===== config.mk =====
export PLATFORM = sky130hd
export DESIGN_NAME = alu_arbiter_flat
export DESIGN_NICKNAME = d
export VERILOG_FILES = /design/src/rtl/alu_arbiter_if.sv /design/src/rtl/alu_arbiter.sv /design/src/flat_wrapper.sv
export SDC_FILE = /design/constraint.sdc
export NUM_CORES = 1
export LEC_CHECK = 0
export CAP_MARGIN = 5
export CORE_MARGIN = 2
export CORE_UTILIZATION = 34
export CTS_CLUSTER_DIAMETER = 50
export DETAILED_ROUTE_END_ITERATION = 8
export PLACE_DENSITY = 0.75
export SYNTH_ARGS = -nofsm -noshare
export SYNTH_HDL_FRONTEND = slang
export SYNTH_SLANG_ARGS = --single-unit

===== constraint.sdc =====
create_clock -name clk -period 1.6 [get_ports clk]
set_clock_uncertainty 0.2 [all_clocks]
set_input_delay 0.24 -clock clk [delete_from_list [all_inputs] [get_ports clk]]
set_output_delay 0.24 -clock clk [all_outputs]
set_load 0.01 [all_outputs]

===== src/rtl/alu_arbiter_if.sv =====
// Bus bundle between the two ALU requesters, the shared ALU and alu_arbiter.
// The master side drives requests and ALU results; the slave side is the arbiter.
interface alu_arbiter_if;
    logic       stall;
    logic       req0;
    logic       req1;
    logic [7:0] a0;
    logic [7:0] b0;
    logic [7:0] a1;
    logic [7:0] b1;
    logic [5:0] fun0;
    logic [5:0] fun1;
    logic       gnt0;
    logic       gnt1;
    logic [7:0] alu_a;
    logic [7:0] alu_b;
    logic [5:0] alu_fun;
    logic [7:0] alu_res;
    logic [3:0] alu_flags;
    logic       rsp_valid;
    logic       rsp_id;
    logic [7:0] rsp_data;
    logic [3:0] ccr;
    logic       busy;

    modport master (
        output stall, req0, req1, a0, b0, a1, b1, fun0, fun1, alu_res, alu_flags,
        input  gnt0, gnt1, alu_a, alu_b, alu_fun, rsp_valid, rsp_id, rsp_data, ccr, busy
    );

    modport slave (
        input  stall, req0, req1, a0, b0, a1, b1, fun0, fun1, alu_res, alu_flags,
        output gnt0, gnt1, alu_a, alu_b, alu_fun, rsp_valid, rsp_id, rsp_data, ccr, busy
    );
endinterface


===== src/rtl/alu_arbiter.sv =====
// Two-requester arbiter for the shared 8-bit ALU with issue/response stages and CCR.
// Define ALU_ARB_FIXED_PRIO_EN for fixed priority (requester 0 wins); default is round-robin.
module alu_arbiter (
    input logic         clk,
    input logic         reset,
    alu_arbiter_if.slave bus
);

    logic       issue_valid;
    logic       issue_id;
    logic [7:0] issue_a;
    logic [7:0] issue_b;
    logic [5:0] issue_fun;
    logic       rsp_valid_q;
    logic       rsp_id_q;
    logic [7:0] rsp_data_q;
    logic [3:0] ccr_q;
    logic [3:0] flag_mask;
    logic       gnt0;
    logic       gnt1;
    logic       any_gnt;

`ifdef ALU_ARB_FIXED_PRIO_EN
    always_comb begin
        gnt0 = !bus.stall && bus.req0;
        gnt1 = !bus.stall && bus.req1 && !bus.req0;
    end
`else
    // rr names the requester that wins the next contended cycle
    logic rr;

    always_comb begin
        gnt0 = !bus.stall && bus.req0 && (!bus.req1 || !rr);
        gnt1 = !bus.stall && bus.req1 && (!bus.req0 || rr);
    end

    always_ff @(posedge clk or negedge reset) begin
        if (!reset) begin
            rr <= 1'b0;
        end else if (gnt0) begin
            rr <= 1'b1;
        end else if (gnt1) begin
            rr <= 1'b0;
        end
    end
`endif

    assign any_gnt = gnt0 || gnt1;

    always_ff @(posedge clk or negedge reset) begin
        if (!reset) begin
            issue_valid <= 1'b0;
            issue_id    <= 1'b0;
            issue_a     <= '0;
            issue_b     <= '0;
            issue_fun   <= '0;
        end else if (!bus.stall) begin
            if (any_gnt) begin
                issue_valid <= 1'b1;
                issue_id    <= gnt1;
                issue_a     <= gnt1 ? bus.a1   : bus.a0;
                issue_b     <= gnt1 ? bus.b1   : bus.b0;
                issue_fun   <= gnt1 ? bus.fun1 : bus.fun0;
            end else begin
                issue_valid <= 1'b0;
                issue_fun   <= '0;
            end
        end
    end

    // CCR bits {V,C,N,Z} each function is allowed to overwrite
    always_comb begin
        flag_mask = 4'b0000;
        case (issue_fun)
            6'd2, 6'd3:                         flag_mask = 4'b1111;
            6'd5, 6'd14, 6'd15, 6'd16, 6'd17:   flag_mask = 4'b0011;
            6'd6, 6'd7, 6'd8, 6'd9:             flag_mask = 4'b0100;
            default:                            flag_mask = 4'b0000;
        endcase
    end

    always_ff @(posedge clk or negedge reset) begin
        if (!reset) begin
            rsp_valid_q <= 1'b0;
            rsp_id_q    <= 1'b0;
            rsp_data_q  <= '0;
            ccr_q       <= '0;
        end else begin
            rsp_valid_q <= 1'b0;
            if (!bus.stall && issue_valid) begin
                rsp_valid_q <= 1'b1;
                rsp_id_q    <= issue_id;
                rsp_data_q  <= bus.alu_res;
                ccr_q       <= (ccr_q & ~flag_mask) | (bus.alu_flags & flag_mask);
            end
        end
    end

    assign bus.gnt0      = gnt0;
    assign bus.gnt1      = gnt1;
    assign bus.alu_a     = issue_a;
    assign bus.alu_b     = issue_b;
    assign bus.alu_fun   = issue_fun;
    assign bus.rsp_valid = rsp_valid_q;
    assign bus.rsp_id    = rsp_id_q;
    assign bus.rsp_data  = rsp_data_q;
    assign bus.ccr       = ccr_q;
    assign bus.busy      = issue_valid;

endmodule


===== src/flat_wrapper.sv =====
// flat-port wrapper written by rule: the top's interface ports become plain ports
module alu_arbiter_flat 
  (clk, reset, bus_stall, bus_req0, bus_req1, bus_a0, bus_b0, bus_a1, bus_b1, bus_fun0, bus_fun1, bus_alu_res, bus_alu_flags, bus_gnt0, bus_gnt1, bus_alu_a, bus_alu_b, bus_alu_fun, bus_rsp_valid, bus_rsp_id, bus_rsp_data, bus_ccr, bus_busy);
  alu_arbiter_if bus_i ();
  input logic clk;
  input logic reset;
  input wire logic [$bits(bus_i.stall)-1:0] bus_stall;
  input wire logic [$bits(bus_i.req0)-1:0] bus_req0;
  input wire logic [$bits(bus_i.req1)-1:0] bus_req1;
  input wire logic [$bits(bus_i.a0)-1:0] bus_a0;
  input wire logic [$bits(bus_i.b0)-1:0] bus_b0;
  input wire logic [$bits(bus_i.a1)-1:0] bus_a1;
  input wire logic [$bits(bus_i.b1)-1:0] bus_b1;
  input wire logic [$bits(bus_i.fun0)-1:0] bus_fun0;
  input wire logic [$bits(bus_i.fun1)-1:0] bus_fun1;
  input wire logic [$bits(bus_i.alu_res)-1:0] bus_alu_res;
  input wire logic [$bits(bus_i.alu_flags)-1:0] bus_alu_flags;
  output wire logic [$bits(bus_i.gnt0)-1:0] bus_gnt0;
  output wire logic [$bits(bus_i.gnt1)-1:0] bus_gnt1;
  output wire logic [$bits(bus_i.alu_a)-1:0] bus_alu_a;
  output wire logic [$bits(bus_i.alu_b)-1:0] bus_alu_b;
  output wire logic [$bits(bus_i.alu_fun)-1:0] bus_alu_fun;
  output wire logic [$bits(bus_i.rsp_valid)-1:0] bus_rsp_valid;
  output wire logic [$bits(bus_i.rsp_id)-1:0] bus_rsp_id;
  output wire logic [$bits(bus_i.rsp_data)-1:0] bus_rsp_data;
  output wire logic [$bits(bus_i.ccr)-1:0] bus_ccr;
  output wire logic [$bits(bus_i.busy)-1:0] bus_busy;
  assign bus_i.stall = bus_stall;
  assign bus_i.req0 = bus_req0;
  assign bus_i.req1 = bus_req1;
  assign bus_i.a0 = bus_a0;
  assign bus_i.b0 = bus_b0;
  assign bus_i.a1 = bus_a1;
  assign bus_i.b1 = bus_b1;
  assign bus_i.fun0 = bus_fun0;
  assign bus_i.fun1 = bus_fun1;
  assign bus_i.alu_res = bus_alu_res;
  assign bus_i.alu_flags = bus_alu_flags;
  assign bus_gnt0 = bus_i.gnt0;
  assign bus_gnt1 = bus_i.gnt1;
  assign bus_alu_a = bus_i.alu_a;
  assign bus_alu_b = bus_i.alu_b;
  assign bus_alu_fun = bus_i.alu_fun;
  assign bus_rsp_valid = bus_i.rsp_valid;
  assign bus_rsp_id = bus_i.rsp_id;
  assign bus_rsp_data = bus_i.rsp_data;
  assign bus_ccr = bus_i.ccr;
  assign bus_busy = bus_i.busy;
  alu_arbiter u_core (.clk(clk), .reset(reset), .bus(bus_i));
endmodule

==> reports/qor.csv, run 1 <==
metric,value,unit
clock_tree.buffer_depth,2,
antenna_found_initial,0,
outcome,"finished, violations left",
die_h,76.06,microns
cts_tree,built,
reg2reg_slack,-0.17,ns
slowest_stage,dfrtp_2,
postSynthNetCount,214,
worstPathCellList,"o31a_4, nor4b_4, mux2_4",
postSynthAreaPerCell,11.54,sq um
rr_startpoint,u_core.bus.alu_fun[2],
setup_viol,2,
maxSlewHeadroom,74.32,%
clk_latency,0.28,ns
clock-sinks,39,
avgRoutedWirePerCell,12.92,microns
worstMarginPinSlew,0.3850,ns
htree_levels,2,
io_buffers,99,
root_buffer,clkbuf_8,
final_cells,343,
rows,26,
yosys.area.top_type_share,55.28,%
drcViolationCount,0,
syn_area,0.001765,sq mm
globalplace.congestion,0.7665,
clk_pin_slew_worst_paths,0.07,ns
critPathKind,reg2reg,
area_growth,76.97,%
power_density,908.4,mW/mm^2
die_w,76.06,microns
routed_wirelength,4433,microns
coreArea,0.005075,sq mm
grt_pass1_vias,1571,
antenna_cells,0,
cp-end-kind,flip-flop,
p_leak,1.436,nW
synth_area_leaders,"dfrtp_1 55%, mux2i_1 13%, mux2_1 7.7%, o21ai_1 6.2%, nand2_1 5.5%",
failed_checks,setup timing,
period_share,110.5,%
via_count,1549,
rsz0062_at_grt,true,
synth_cell_types,23,
fin_setup_tns,-0.3336,ns
path_max_fanout,5,
ys_ff_latch,39,
numCtsBuffers,5,
synthCells,153,
hp-class,in2async,
period_minus_slack,1.767,ns
grt_overflow,0,
start_util,34.79,%
dp_slack,-0.4628,ns
yosys.area.top_type,dfrtp_1,
ant_nets,0,
dp_hpwl,3363,microns
fin_ws,-0.1673,ns
r2r_cells,3,
io_pins,100,
critical_path.startpoint,u_core.bus.alu_fun[2],
max_freq,565.8,MHz
num-fill-cells,472,
drt_iter0_markers,60,
ys.warnings.count,0,
cp.arrival,1.73,ns
grt_use_total,15.62,%
drt-vias-per-instance,4.516,
grt_max_degree,20,
grt_pass1_wl,7314,microns
timing_max_transition_violations_final,0,
first_pass_iters,4,
worst_ir_drop_vdd,0.4978,mV
dieArea,0.005785,sq mm
synth-seq-area-share,55.28,%
nets,333,
critPathLaunchType,flip-flop,
cp_slowest_stage_delay,0.44,ns
dp.cells,331,
hold_violations,0,
crit_required,1.57,ns
max_cap_viol_count,0,
drive_above_1_share,17.22,%
worst min path at each step:
stage / endpoint / slack, ns / startpoint / depth (start not counted)
after floorplan: async pin / -0.26 / reset / 0
after global placement: u_core.bus.rsp_data[1] / -0.04 / reset / 1
after detailed placement: u_core.bus.rsp_data[1] / -0.03 / reset / 1
after CTS: u_core.bus.rsp_data[7] / 0.20 / reset / 2
after global routing: u_core.rr / 0.20 / bus_req1 / 4
final: u_core.bus.rsp_data[1] / 0.20 / reset / 2
cells by family (layout without fill, tap and decap cells):
logic type	after synthesis	in the layout	share of synthesized area [%]
flops	39	39	55.28
simple gates	38	38	10.63
mux	35	35	20.69
compound gates	30	30	10.13
buf+inv	10	130	2.763
xor+xnor	1	1	0.4962
layout make-up:
type                    count  area (sq um)  area share (%)
multi-input cells         104         795.8           25.47
clock buffers               8         100.1           3.204
well taps                  70         87.58           2.803
inverters                   2         7.507          0.2403
repair buffers            120          1151           36.84
flip-flops and latches     39         982.2           31.44
through the flow:
stage / utilization [%] / instance area (sq um) / hold slack (ns) / power, mW
global placement: 58.43 / 2965 / -0.03503 / 2.189
detailed placement: 58.43 / 2965 / -0.03421 / 2.213
CTS: 60.55 / 3073 / 0.2004 / 2.851
floorplan: - / 1777 / -0.2556 / 1.606
global route: 61.56 / 3124 / 0.2016 / 3.016
finish: 61.56 / 3124 / 0.1991 / 2.838
worst max-delay path: cells and delay by family (launching register included):
| kind | cells | cell delay [ns] |
|---|---|---|
| AOI/OAI and AO/OA | 1 | 0.34 |
| DFF | 1 | 0.44 |
| muxes | 1 | 0.33 |
| and+or+nand+nor | 1 | 0.34 |
cell usage in the layout (no fill, tap or decap), types with 2 or more instances in the layout:
master           count
dlygate4sd2_1       32
dfrtp_2              5
o21ai_1             22
dlymetal6s2s_1       5
buf_6                3
mux2i_1             23
nand2b_1             2
clkdlybuf4s50_1     56
buf_12               2
mux2_1              10
nor4b_4              2
clkbuf_8             7
nor2_1               3
o21ai_0              2
buf_2                2
buf_4               15
mux2_4               2
dfrtp_1             34
nand2_1             26
clkdlybuf4s15_1      3
per-layer routing:
metal,track usage (%),vias up,share of wire (%)
met3,6.635,4,9.1
met4,3.818,0,1.2
met1,18.30,714,40
met5,0,-,0
li1,-,766,-
met2,26.61,65,50
where the power goes:
part           internal, mW  switching (mW)
Sequential             1.16          0.0993
Combinational         0.515           0.355
Clock                 0.393           0.319
repair_timing:
item | in CTS | in global routing
setup buffers | 0 | 2
hold buffers | 1 | 0
pin swaps | 1 | 3
endpoints found under the hold margin | 16 | 0
endpoints found under the setup margin | 65 | 33
cloned | 1 | 0
gates resized for setup | 50 | 15
synthesized netlist by cell type:
cell type,instances
inv_2,1
nand3_1,1
mux2i_1,23
o21ai_1,22
nand2b_1,3
a211oi_2,1
a21oi_4,1
o21ai_0,2
mux2_1,12
o31a_2,1
clkbuf_1,3
o21bai_1,2
dfrtp_1,39
buf_2,3
xnor2_1,1
nor2_1,3
a21oi_1,1
and4bb_1,1
inv_1,1
nor2b_1,2
nor4b_2,2
nand2_1,26
buf_4,2
No activity file was read; power rests on OpenSTA's default activity.
==> inputs of run 2 (changes only) <==
CELL_PAD_IN_SITES_DETAIL_PLACEMENT = 0   (was default)
CELL_PAD_IN_SITES_GLOBAL_PLACEMENT = 1   (was default)
CORE_UTILIZATION = 25   (was 34)
PLACE_DENSITY = default   (was 0.75)
PLACE_DENSITY_LB_ADDON = 0.1   (was default)
==> reports/qor.csv, run 2 (synthesis gave the netlist of run 1 again) <==
metric,value,unit,change
routed_wirelength,4882,microns,+10%
die_w,88.04,microns,+16%
worst_ir_drop_vdd,0.2694,mV,-46%
drt-vias-per-instance,4.140,,-8.3%
avgRoutedWirePerCell,13.12,microns,+1.5%
layout_commonest_cell,clkdlybuf4s50_1,,
grt_pass1_wl,7348,microns,+0.46%
num-fill-cells,695,,+47%
first_pass_iters,4,,unchanged
worstMarginPinSlew,0.4296,ns,+0.04459 ns
cp.arrival,1.74,ns,about the same
clock_tree.buffer_depth,2,,unchanged
placed_cell_area,0.002983,sq mm,+0.59%
dieArea,0.007750,sq mm,+34%
clk_pin_slew_worst_paths,0.08,ns,about the same
htree_levels,2,,unchanged
grt_max_degree,29,,+45%
antenna_found_initial,0,,unchanged
p_leak,1.448,nW,+0.83%
critPathKind,reg2reg,,
globalplace.congestion,0.6480,,-15%
critPathLaunchType,flip-flop,,
rows,30,,+15%
rsz0062_at_grt,true,,
holdWs,0.1262,ns,-0.07283 ns
dp_hpwl,3476,microns,+3.4%
drcViolationCount,0,,unchanged
hold_violations,0,,unchanged
io_buffers,99,,unchanged
postLayoutCoreUtil,47.09,%,-14 points
maxSlewHeadroom,71.36,%,-3.0 points
max_freq,566.4,MHz,+0.10%
grt_use_total,12.35,%,-3.3 points
ant_nets,0,,unchanged
io_pins,100,,unchanged
path_max_fanout,5,,unchanged
coreArea,0.006832,sq mm,+35%
clock-sinks,39,,unchanged
root_buffer,clkbuf_8,,
hp-class,in2reg,,
setup_viol,2,,unchanged
nets,337,,+1.2%
power_density,872.9,mW/mm^2,-3.9%
outcome,"finished, violations left",,
crit_required,1.57,ns,about the same
layout_common_cells,"56 x clkdlybuf4s50_1, 35 x dfrtp_1, 35 x dlygate4sd2_1, 26 x nand2_1, 23 x o21ai_1",,
period_minus_slack,1.765,ns,-0.001822 ns
via_count,1540,,-0.58%
numCtsBuffers,5,,unchanged
fin_ws,-0.1655,ns,+0.001822 ns
failed_checks,setup timing,,
antenna_cells,0,,unchanged
clk_latency,0.29,ns,about the same
die_h,88.04,microns,+16%
area_growth,82.21,%,
period_share,110.3,%,-0.11 points
drive_above_1_share,18.12,%,+0.90 points
dp.cells,355,,+7.3%
timing_max_transition_violations_final,0,,unchanged
grt_overflow,0,,unchanged
drt_iter0_markers,19,,-68%
final_cells,372,,+8.5%
cp-end-kind,flip-flop,,
grt_pass1_vias,1534,,-2.4%
max_cap_viol_count,0,,unchanged
finalInstanceArea,0.003217,sq mm,+3.0%
cts_tree,built,,
start_util,25.84,%,-8.9 points
==> run 2: changes by cell type in the layout (fill, tap and decap cells not counted), sizes merged <==
| cell | change |
|---|---|
| dlygate4sd2 | +3 |
| clkinv | +1 |
| clkdlybuf4s15 | -3 |
| dlymetal6s2s | -2 |
| buf | +4 |
==> run 2: final timing paths <==
path	slack, ns	start	cells past startpoint	to
worst max register to register	-0.17	u_core.bus.alu_fun[3]	3	flip-flop
worst min register to register	0.28	u_core.bus.rsp_data[3]	1	u_core.bus.rsp_data[3]
min in group asynchronous	0.22	reset	2	u_core.bus.rsp_valid
worst min-delay path	0.13	bus_req0	3	u_core.rr
max in group asynchronous	0.52	reset	3	async pin
worst max-delay path	-0.17	u_core.bus.alu_fun[3]	3	flip-flop
==> run 2: power breakdown <==
group	leakage, nW	switching, mW	internal, mW
registers	0.470	0.0897	1.15
clock network	0.0470	0.347	0.339
logic	0.930	0.360	0.518
==> run 2: layer usage <==
metal / global-route usage (%) / vias to the layer above / routed length [microns]
met5: 0 / - / 0
met4: 4.132 / 0 / 51
li1: - / 774 / -
met2: 20.87 / 59 / 2476
met3: 4.807 / 5 / 377
met1: 14.40 / 702 / 1977
==> run 2: cell type report <==
cell class,instances,area [sq um],area share (%)
inverter,2,7.507,0.2334
multi-input combinational,104,779.5,24.23
clock buffer,6,82.58,2.567
timing repair buffer,124,1241,38.58
clock inverter,1,5.005,0.1556
sequential,39,980.9,30.49
tap,96,120.1,3.734
==> run 2: critical path, cell delays in order, from the launching register on <==
cell,delay (ns)
dfrtp_2,0.44
o31a_2,0.37
nor4b_4,0.30
mux2_1,0.35
==> run 2: timing repair <==
| action | in CTS | in global routing |
|---|---|---|
| hold endpoints to repair | 15 | 0 |
| cloned | 0 | 3 |
| hold buffers | 1 | 0 |
| resized for setup | 58 | 12 |
| buffers inserted | 3 | 3 |
| setup endpoints to repair | 74 | 38 |
| pin swaps | 0 | 3 |
==> run 2: through the flow <==
stage,TNS (ns),power (mW),setup slack [ns]
6_report,-0.3287,2.808,-0.1655
2_1_floorplan,-0.2989,1.606,-0.1495
5_1_grt,-0.5201,2.990,-0.2278
3_5_place_dp,-16.31,2.202,-0.4921
4_1_cts,-0.6585,2.806,-0.1722
3_3_place_gp,-15.24,2.198,-0.4812
